==> config.mk <==
export PLATFORM = sky130hd
export DESIGN_NAME = reed_solomon_decoder
export DESIGN_NICKNAME = d
export VERILOG_FILES = /design/src/rtl/rs_pkg.sv /design/src/rtl/gf256_mul_const.sv /design/src/rtl/reed_solomon_decoder.sv
export SDC_FILE = /design/constraint.sdc
export NUM_CORES = 1
export LEC_CHECK = 0
export CORE_UTILIZATION = 60
export CTS_CLUSTER_DIAMETER = 60
export DETAILED_ROUTE_END_ITERATION = 16
export GPL_TIMING_DRIVEN = 1
export PLACE_DENSITY = 0.77
export SLEW_MARGIN = 20
export SYNTH_ARGS = -nofsm -noshare
export SYNTH_HDL_FRONTEND = slang
export SYNTH_SLANG_ARGS = --single-unit
==> constraint.sdc <==
create_clock -name clk -period 3.3 [get_ports clk]
set_input_delay 0.66 -clock clk [delete_from_list [all_inputs] [get_ports clk]]
set_output_delay 0.66 -clock clk [all_outputs]
set_load 0.02 [all_outputs]
==> src/rtl/rs_pkg.sv <==
// rs_pkg -- shared constants, types and GF(2^8) helpers for the RS(255,239)
// systematic encoder (top module reed_solomon_decoder).
//   N, K, NPAR : codeword length, message length, parity symbol count
//   PRIM_POLY  : field polynomial x^8+x^4+x^3+x^2+1
//   GEN        : generator coefficients g0..g15 of prod(x - alpha^i), i=0..15
//                (monic, so the x^16 term is implied)
//   sym_t      : one GF(2^8) symbol
package rs_pkg;

  localparam int N    = 255;
  localparam int K    = 239;
  localparam int NPAR = 16;
  localparam logic [8:0] PRIM_POLY = 9'h11D;

  typedef logic [7:0] sym_t;
  typedef logic [NPAR-1:0][7:0] gen_t;

  // Which half of the codeword the symbol counter is in.
  typedef enum logic {
    PH_MSG = 1'b0,
    PH_PAR = 1'b1
  } phase_t;

  // Shift-and-add multiply. When b is a constant, this reduces to a fixed XOR
  // network after constant propagation.
  function automatic sym_t gf_mul(sym_t a, sym_t b);
    sym_t p;
    sym_t x;
    p = '0;
    x = a;
    for (int i = 0; i < 8; i++) begin
      if (b[i]) p = p ^ x;
      x = x[7] ? ((x << 1) ^ PRIM_POLY[7:0]) : (x << 1);
    end
    return p;
  endfunction

  // Expands prod(x + alpha^i) one root at a time; evaluated at elaboration.
  function automatic gen_t calc_gen();
    logic [NPAR:0][7:0] g;
    sym_t root;
    g    = '0;
    g[0] = 8'h01;
    root = 8'h01;
    for (int i = 0; i < NPAR; i++) begin
      for (int d = NPAR; d > 0; d--) g[d] = g[d-1] ^ gf_mul(g[d], root);
      g[0] = gf_mul(g[0], root);
      root = gf_mul(root, 8'h02);
    end
    return g[NPAR-1:0];
  endfunction

  localparam gen_t GEN = calc_gen();

endpackage

==> src/rtl/gf256_mul_const.sv <==
// gf256_mul_const -- combinational multiply of a symbol by a fixed GF(2^8)
// coefficient.
//   COEF : constant multiplier
//   a    : input symbol
//   y    : a * COEF in GF(2^8) (poly 0x11D)
module gf256_mul_const
  import rs_pkg::*;
#(
  parameter logic [7:0] COEF = 8'h01
) (
  input  logic [7:0] a,
  output logic [7:0] y
);

  assign y = gf_mul(a, COEF);

endmodule

==> src/rtl/reed_solomon_decoder.sv <==
// reed_solomon_decoder -- free-running streaming systematic RS(255,239)
// encoder over GF(2^8), 16 parity symbols, one symbol per clock.
//   clk         : clock, rising edge
//   rst_n       : synchronous, active-HIGH reset (name kept from the codebase)
//   data_in     : message symbol, accepted while cnt is 0..K-1, ignored otherwise
//   encode_out  : registered codeword symbol, 1 clk latency; message symbols
//                 pass through, then parity is emitted highest degree first
//   frame_start : (only with RS_FRAME_START_EN defined) high in the clk where
//                 encode_out carries codeword symbol 0
// Data is streamed continuously: there is no valid/ready handshake, every clk
// carries exactly one symbol and the frame position is given by cnt alone.
module reed_solomon_decoder
  import rs_pkg::NPAR, rs_pkg::GEN, rs_pkg::sym_t, rs_pkg::phase_t,
         rs_pkg::PH_MSG, rs_pkg::PH_PAR;
#(
  parameter int N     = 255,
  parameter int K     = 239,
  parameter int SYM_W = 8
) (
  input  logic             clk,
  input  logic             rst_n,
  input  logic [SYM_W-1:0] data_in,
`ifdef RS_FRAME_START_EN
  output logic             frame_start,
`endif
  output logic [SYM_W-1:0] encode_out
);

  localparam int CW = $clog2(N);

  logic [CW-1:0]        cnt;
  logic [NPAR-1:0][7:0] par;
  logic [NPAR-1:0][7:0] par_eff;
  logic [NPAR-1:0][7:0] par_next;
  logic [NPAR-1:0][7:0] prod;
  sym_t                 din;
  sym_t                 fb;
  phase_t               phase;

  assign din = data_in;

  // Symbol counter is the only state; the phase is decoded from it.
  always_comb begin
    phase   = (cnt < CW'(K)) ? PH_MSG : PH_PAR;
    // At cnt 0 the remainder is forced to zero so no residue leaks between
    // frames, whatever par holds.
    par_eff = (cnt == '0) ? '0 : par;
    fb      = (phase == PH_MSG) ? (din ^ par_eff[NPAR-1]) : '0;
  end

  for (genvar gi = 0; gi < NPAR; gi++) begin : g_mul
    gf256_mul_const #(
      .COEF(GEN[gi])
    ) u_mul (
      .a(fb),
      .y(prod[gi])
    );
  end

  // Message phase: LFSR division by g(x). Parity phase: plain shift-out.
  always_comb begin
    par_next = '0;
    if (phase == PH_MSG) begin
      par_next[0] = prod[0];
      for (int i = 1; i < NPAR; i++) par_next[i] = par_eff[i-1] ^ prod[i];
    end else begin
      par_next[0] = '0;
      for (int i = 1; i < NPAR; i++) par_next[i] = par[i-1];
    end
  end

  always_ff @(posedge clk) begin
    if (rst_n) begin
      cnt        <= '0;
      par        <= '0;
      encode_out <= '0;
`ifdef RS_FRAME_START_EN
      frame_start <= 1'b0;
`endif
    end else begin
      cnt        <= (cnt == CW'(N - 1)) ? '0 : cnt + 1'b1;
      par        <= par_next;
      encode_out <= (phase == PH_MSG) ? din : par[NPAR-1];
`ifdef RS_FRAME_START_EN
      frame_start <= (cnt == '0);
`endif
    end
  end

endmodule

==> results by group <==
Status
  – Status: complete, no violations

Synthesis
  – Count leader, synth: nand2_1
  – Mapped cell area: 8198 um^2
  – Primary FF master, synth: dfxtp_1
  – Ys async rst share: 0%
  – Syn_area_per_cell: 8.629 um^2
  – Mapped Cells: 950
  – Largest area contributor in the netlist: dfxtp_1
  – Top cells by count, synth: 162 x nand2_1, 146 x nor2_1, 144 x dfxtp_1
  – Syn_nets: 963
  – Post-synth EDFFs: 0
  – Register area share after synthesis: 35.16%
  – Distinct cells, synth: 59
  – Top post-synthesis cells by area: dfxtp_1 35%, xnor2_1 15%, xor2_1 9.1%
  – Synth warn: 0
  – Synth top area share: 35.16%
  – Seq cells post-synth: 144

Floorplanning
  – I/O Pins: 18
  – Die W: 118.9 um
  – Initial core utilization: 61.66%
  – Die footprint: 14130 um^2
  – Core ar.: 13300 um^2
  – # rows: 42
  – Die Ht: 118.9 um

Drt
  – DR pass1 iterations: 5
  – DR vias: 6530
  – Routed WL: 21350 um
  – Post-DR wirelength/cell: 18.34 um
  – DRC viols: 0
  – DRT iter0 DRCs: 645
  – Post-route ant nets: 0
  – Average vias per placed instance: 5.610

Pwr
  – Net Sw Frac: 41.33%
  – Internal power: 7526 uW
  – P_leak: 0.003903 uW
  – P_sw: 5303 uW
  – Max VDD drop: 0.6427 mV
  – Cell Pwr Density: 1367 nW/um^2
  – Seq pwr share: 21.6%
  – Logic gate share of total power: 63.7%
  – Clock Power Share: 14.7%

Global route
  – Total GRT Usage: 31.71%
  – First-pass GRT wire length: 33510 um
  – Vias in the first global route: 6296
  – GR Overflow Total: 0
  – Largest net degree at the start of global routing: 103
  – Initial antenna violation count: 0

Setup path
  – WP data arrival: 3.45 ns
  – CP Data Required Time: 3.65 ns
  – Worst reg2reg path depth: 9
  – FF-to-FF Start: cnt[0]
  – Highest-delay cell along the critical path: or4b_4
  – CP max FO: 9
  – Worst stage delay on the critical path: 0.59 ns
  – Setup CP Type: register to register
  – Critical Path, Cell by Cell: inv_1 > ha_1 > or4b_4 > o21ai_2 > xor2_4 > xor2_1 > xnor2_1 > a211o_1 > a21oi_1
  – Endpoint class of the critical path: register
  – Kind of start point of the critical path: register
  – R2r setup slk: 0.20 ns
  – FF-to-FF End: par[96]

Timing
  – Setup violators final: 0
  – Final hold violations: 0
  – Fin. max-slew vios: 0
  – Period utilisation layout: 93.99%
  – Setup TNS: 0 ns
  – Tmin final: 3.102 ns
  – Clock skew: 0.01218 ns
  – Worst rel slew slack: 49.85%
  – Worst hold slack: 0.4934 ns
  – Worst slew pin tran: 0.7469 ns
  – Max Freq: 322.4 MHz
  – RSZ-0062 raised after global routing: no

Cells and area
  – Layout cell share with drive strength beyond 1: 11.44%
  – Layout area overhead: 14.51%
  – Layout Cells excl Fill: 1164
  – Final net count: 988
  – Finished Core Util: 70.61%
  – Antenna diode count: 0
  – Final Cell Area: 9388 um^2

Clocking
  – TritonCTS clock tree: done
  – CTS Buffer Depth: 2
  – Post-CTS Hold Buffers: 0
  – Worst-Skew Late Latency: 0.43 ns
  – Htree depth: 4
  – CTS Root Buffer Type: clkbuf_16
  – Sink Count: 144
  – Clock-pin slew on the worst setup and hold paths: 0.06 ns
  – TritonCTS Buffers: 17

Min path
  – Hold Crit Class: register to register
  – WHS Endpoint: par[53]
  – Hold path depth: 2
  – Hold Crit Start: par[45]

Place
  – Dpl cell area: 8807 um^2
  – Port Buffer Count: 17
  – Post-DP HPWL: 14620 um
  – GP Congestion: 0.9235
  – Dpl cells: 1132

Run
  – Max-cap viol count: 0
[metrics by stage]
stage	setup slack [ns]	total power, uW
3_3_place_gp	0.06239	10600
4_1_cts	0.09071	12760
5_1_grt	0.1132	13620
3_5_place_dp	0.02461	10750
2_1_floorplan	0.4074	8806
6_report	0.1985	12830
[registers in the layout, summed over array words and instances, names as in the netlist]
register / cells
par: 128
cnt: 8
encode_out: 8
[how the worst max path moves through the flow]
stage | from | end | slack [ns] | depth (start not counted)
5_1_grt | cnt[0] | par[96] | 0.11 | 10
3_3_place_gp | data_in[7] | par[74] | 0.06 | 8
6_report | cnt[0] | par[96] | 0.20 | 9
4_1_cts | cnt[0] | par[96] | 0.09 | 9
3_5_place_dp | data_in[6] | par[12] | 0.02 | 10
2_1_floorplan | data_in[7] | par[87] | 0.41 | 8
[power by group through the flow]
stage          Sequential [uW]  Combinational [uW]  Clock (uW)
5_1_grt                   2820                8820        1990
6_report                  2780                8170        1890
4_1_cts                   2770                8090        1900
3_5_place_dp              2790                7960           0
2_1_floorplan             2630                6170           0
3_3_place_gp              2770                7830           0
[cell usage in the layout (no fill, tap or decap), drive strengths merged, types with 6 or more instances in the layout]
cell,n
a21oi,46
and2,7
and3,6
buf,59
clkbuf,19
clkdlybuf4s50,16
clkinv,7
dfxtp,144
inv,6
nand2,162
nand3,12
nor2,148
nor3,15
o211ai,7
o21ai,17
xnor2,139
xnor3,22
xor2,90
[worst max-delay path, delay by kind of cell, from the launching register on]
kind,cells,cell delay (ns)
simple gates,1,0.59
buf+inv,1,0.10
fa+ha+maj,1,0.17
flops,1,0.36
xor+xnor,3,1.05
compound gates,3,0.74
[per-layer routing]
metal	track usage, %	part of all wire (%)
met1	41.84	43
met2	49.49	46
met3	6.561	7.8
met4	15.51	3.6
met5	0	0
[layout make-up]
type / instances / area (um^2)
timing repair buffer: 75 / 653.1
clock inverter: 13 / 138.9
multi-input combinational: 733 / 5045
clock buffer: 19 / 432.9
fill: 1039 / 3908
tap: 176 / 220.2
inverter: 4 / 15.01
sequential: 144 / 2883
[cell families (layout without fill, tap and decap cells)]
group / after synthesis / count (layout) / synth area share (%)
DFF: 144 / 144 / 35.16
and+or+nand+nor: 368 / 368 / 19.08
xor gates and xnor gates: 256 / 256 / 33.01
adders and majority gates: 3 / 3 / 0.4579
AOI/OAI and AO/OA: 105 / 105 / 8.379
buffers and inverters: 73 / 111 / 3.724
muxes: 1 / 1 / 0.1831
[what timing repair did]
item / CTS / global route
setup endpoints to repair: 0 / 5
gates resized for setup: 0 / 2
setup buffers: 0 / 0
endpoints found under the hold margin: 0 / 0
Power figures use the tool's default switching activity.
==> edit: new RTL, same settings <==
Make the reset (`rst_n`) asynchronous in one clocked block. Comments in the files are not updated.
--- a/src/rtl/reed_solomon_decoder.sv
+++ b/src/rtl/reed_solomon_decoder.sv
@@ -69,7 +69,7 @@
     end
   end
 
-  always_ff @(posedge clk) begin
+  always_ff @(posedge clk or posedge rst_n) begin
     if (rst_n) begin
       cnt        <= '0;
       par        <= '0;
Function: differs if rst_n is asserted again (counterexample within 4 cycles, from zero or initial values and one cycle with rst_n high); with rst_n held inactive, the same outputs for 10 cycles.
==> edit against the original RTL <==
  * Hold slack improved by 12 ps
  * Sequential cell count did not move
  * Wire length fell by 11%
  * First-iteration DRC count fell by 44%
  * Setup slack got worse by 110 ps
  * Critical endpoint is now par[103]
  * Via count fell by 20%
  * Cell area fell by 1.6%
  * Synthesized area fell by 7.5%
Power is not shown: default switching activity piles up to over one toggle a cycle in this logic, so the estimate is an artifact.
==> edit: results <==
set metrics [dict create \
    routabilityCongestion 0.882 \
    ys_seq_area_frac 0.475 \
    synth_nets 736 \
    grt_pass1_wl_um 30100 \
    placed_cell_area_um2 8380 \
    drtIter0Drc 360 \
    cp.arrival_ps 3510 \
    syn_avg_cell_area_um2 10.5 \
    worst_slew_pin_slew_ps 591 \
    place_ws_ps -107 \
    routedWlPerCell_um 19.5 \
    synth_ff_type "dfrtp_1" \
    grt_max_degree 111 \
    status "complete, no violations" \
    placedCellCount 938 \
    synthArstFlopShare 1.00 \
    cp_max_fo 6 \
    viasPerCell 5.36 \
    nets 809 \
    num_vias 5233 \
    synth_common_cells "164 x xnor2_1, 153 x nand2_1, 144 x dfrtp_1, 76 x xor2_1, 23 x clkbuf_1" \
    drive_above_1_share 0.177 \
    met1_usage 0.430 \
    synthTopCellsByArea "dfrtp_1 48%, xnor2_1 19%, xor2_1 8.8%" \
    netlist-cell-type-count 47 \
    track_usage 0.319 \
    use_met2 0.509 \
    multi_input_area_um2 3940 \
    use_met3 0.0593 \
]
[edit: cell count changes in the layout (fill, tap and decap cells not counted), sizes merged, moves of 9 or more]
cell,unedited run,this run
mux2i,0,10
dfxtp,144,0
dfrtp,0,144
nor2,148,24
a21oi,46,19
xnor2,139,170
nand2,162,153
xnor3,22,5
buf,59,74
xor2,90,79
[edit: repair_timing]
action,in CTS,in global routing
pin swaps,2,4
setup buffers,1,6
resized for setup,7,16
hold buffers,0,0
setup endpoints to repair,11,33
[edit: final timing paths]
kind | end | slack (ps) | from | cells after the start
min in group asynchronous | par[122] | 750 | rst_n | 3
max reg2reg | par[103] | 90 | cnt[1] | 13
max | par[103] | 90 | cnt[1] | 13
min | encode_out[3] | 510 | par[123] | 2
min reg2reg | encode_out[3] | 510 | par[123] | 2
max in group asynchronous | par[30] | 2070 | rst_n | 3
[edit: area by class of cell]
type	instances	area share
multi-input combinational	537	0.426
sequential	144	0.390
timing repair buffer	91	0.0852
clock buffer	20	0.0483
clock inverter	12	0.0249
tap	168	0.0228
inverter	5	0.00244
[edit: kinds of logic after synthesis]
| logic type | synth area share |
|---|---|
| compound gates | 0.0360 |
| xor+xnor | 0.314 |
| fa+ha+maj | 0.00495 |
| buf+inv | 0.0234 |
| flops | 0.475 |
| mux | 0.0132 |
| simple gates | 0.133 |
[edit: worst max-delay path, cell delays in order (launching register included)]
cell	delay, ps
dfrtp_1	430
inv_1	110
ha_1	190
or4b_4	520
buf_4	180
o21ai_2	160
a21oi_2	70
buf_4	190
xnor2_4	280
buf_4	170
xnor2_2	110
xnor2_2	250
xor2_1	290
xnor2_1	130
[edit: routing by layer]
metal,wire (µm),vias up,share of wire
met2,9210,144,0.48
met5,0,-,0
met4,644,0,0.034
li1,-,2421,-
met3,980,42,0.051
met1,8250,2626,0.43
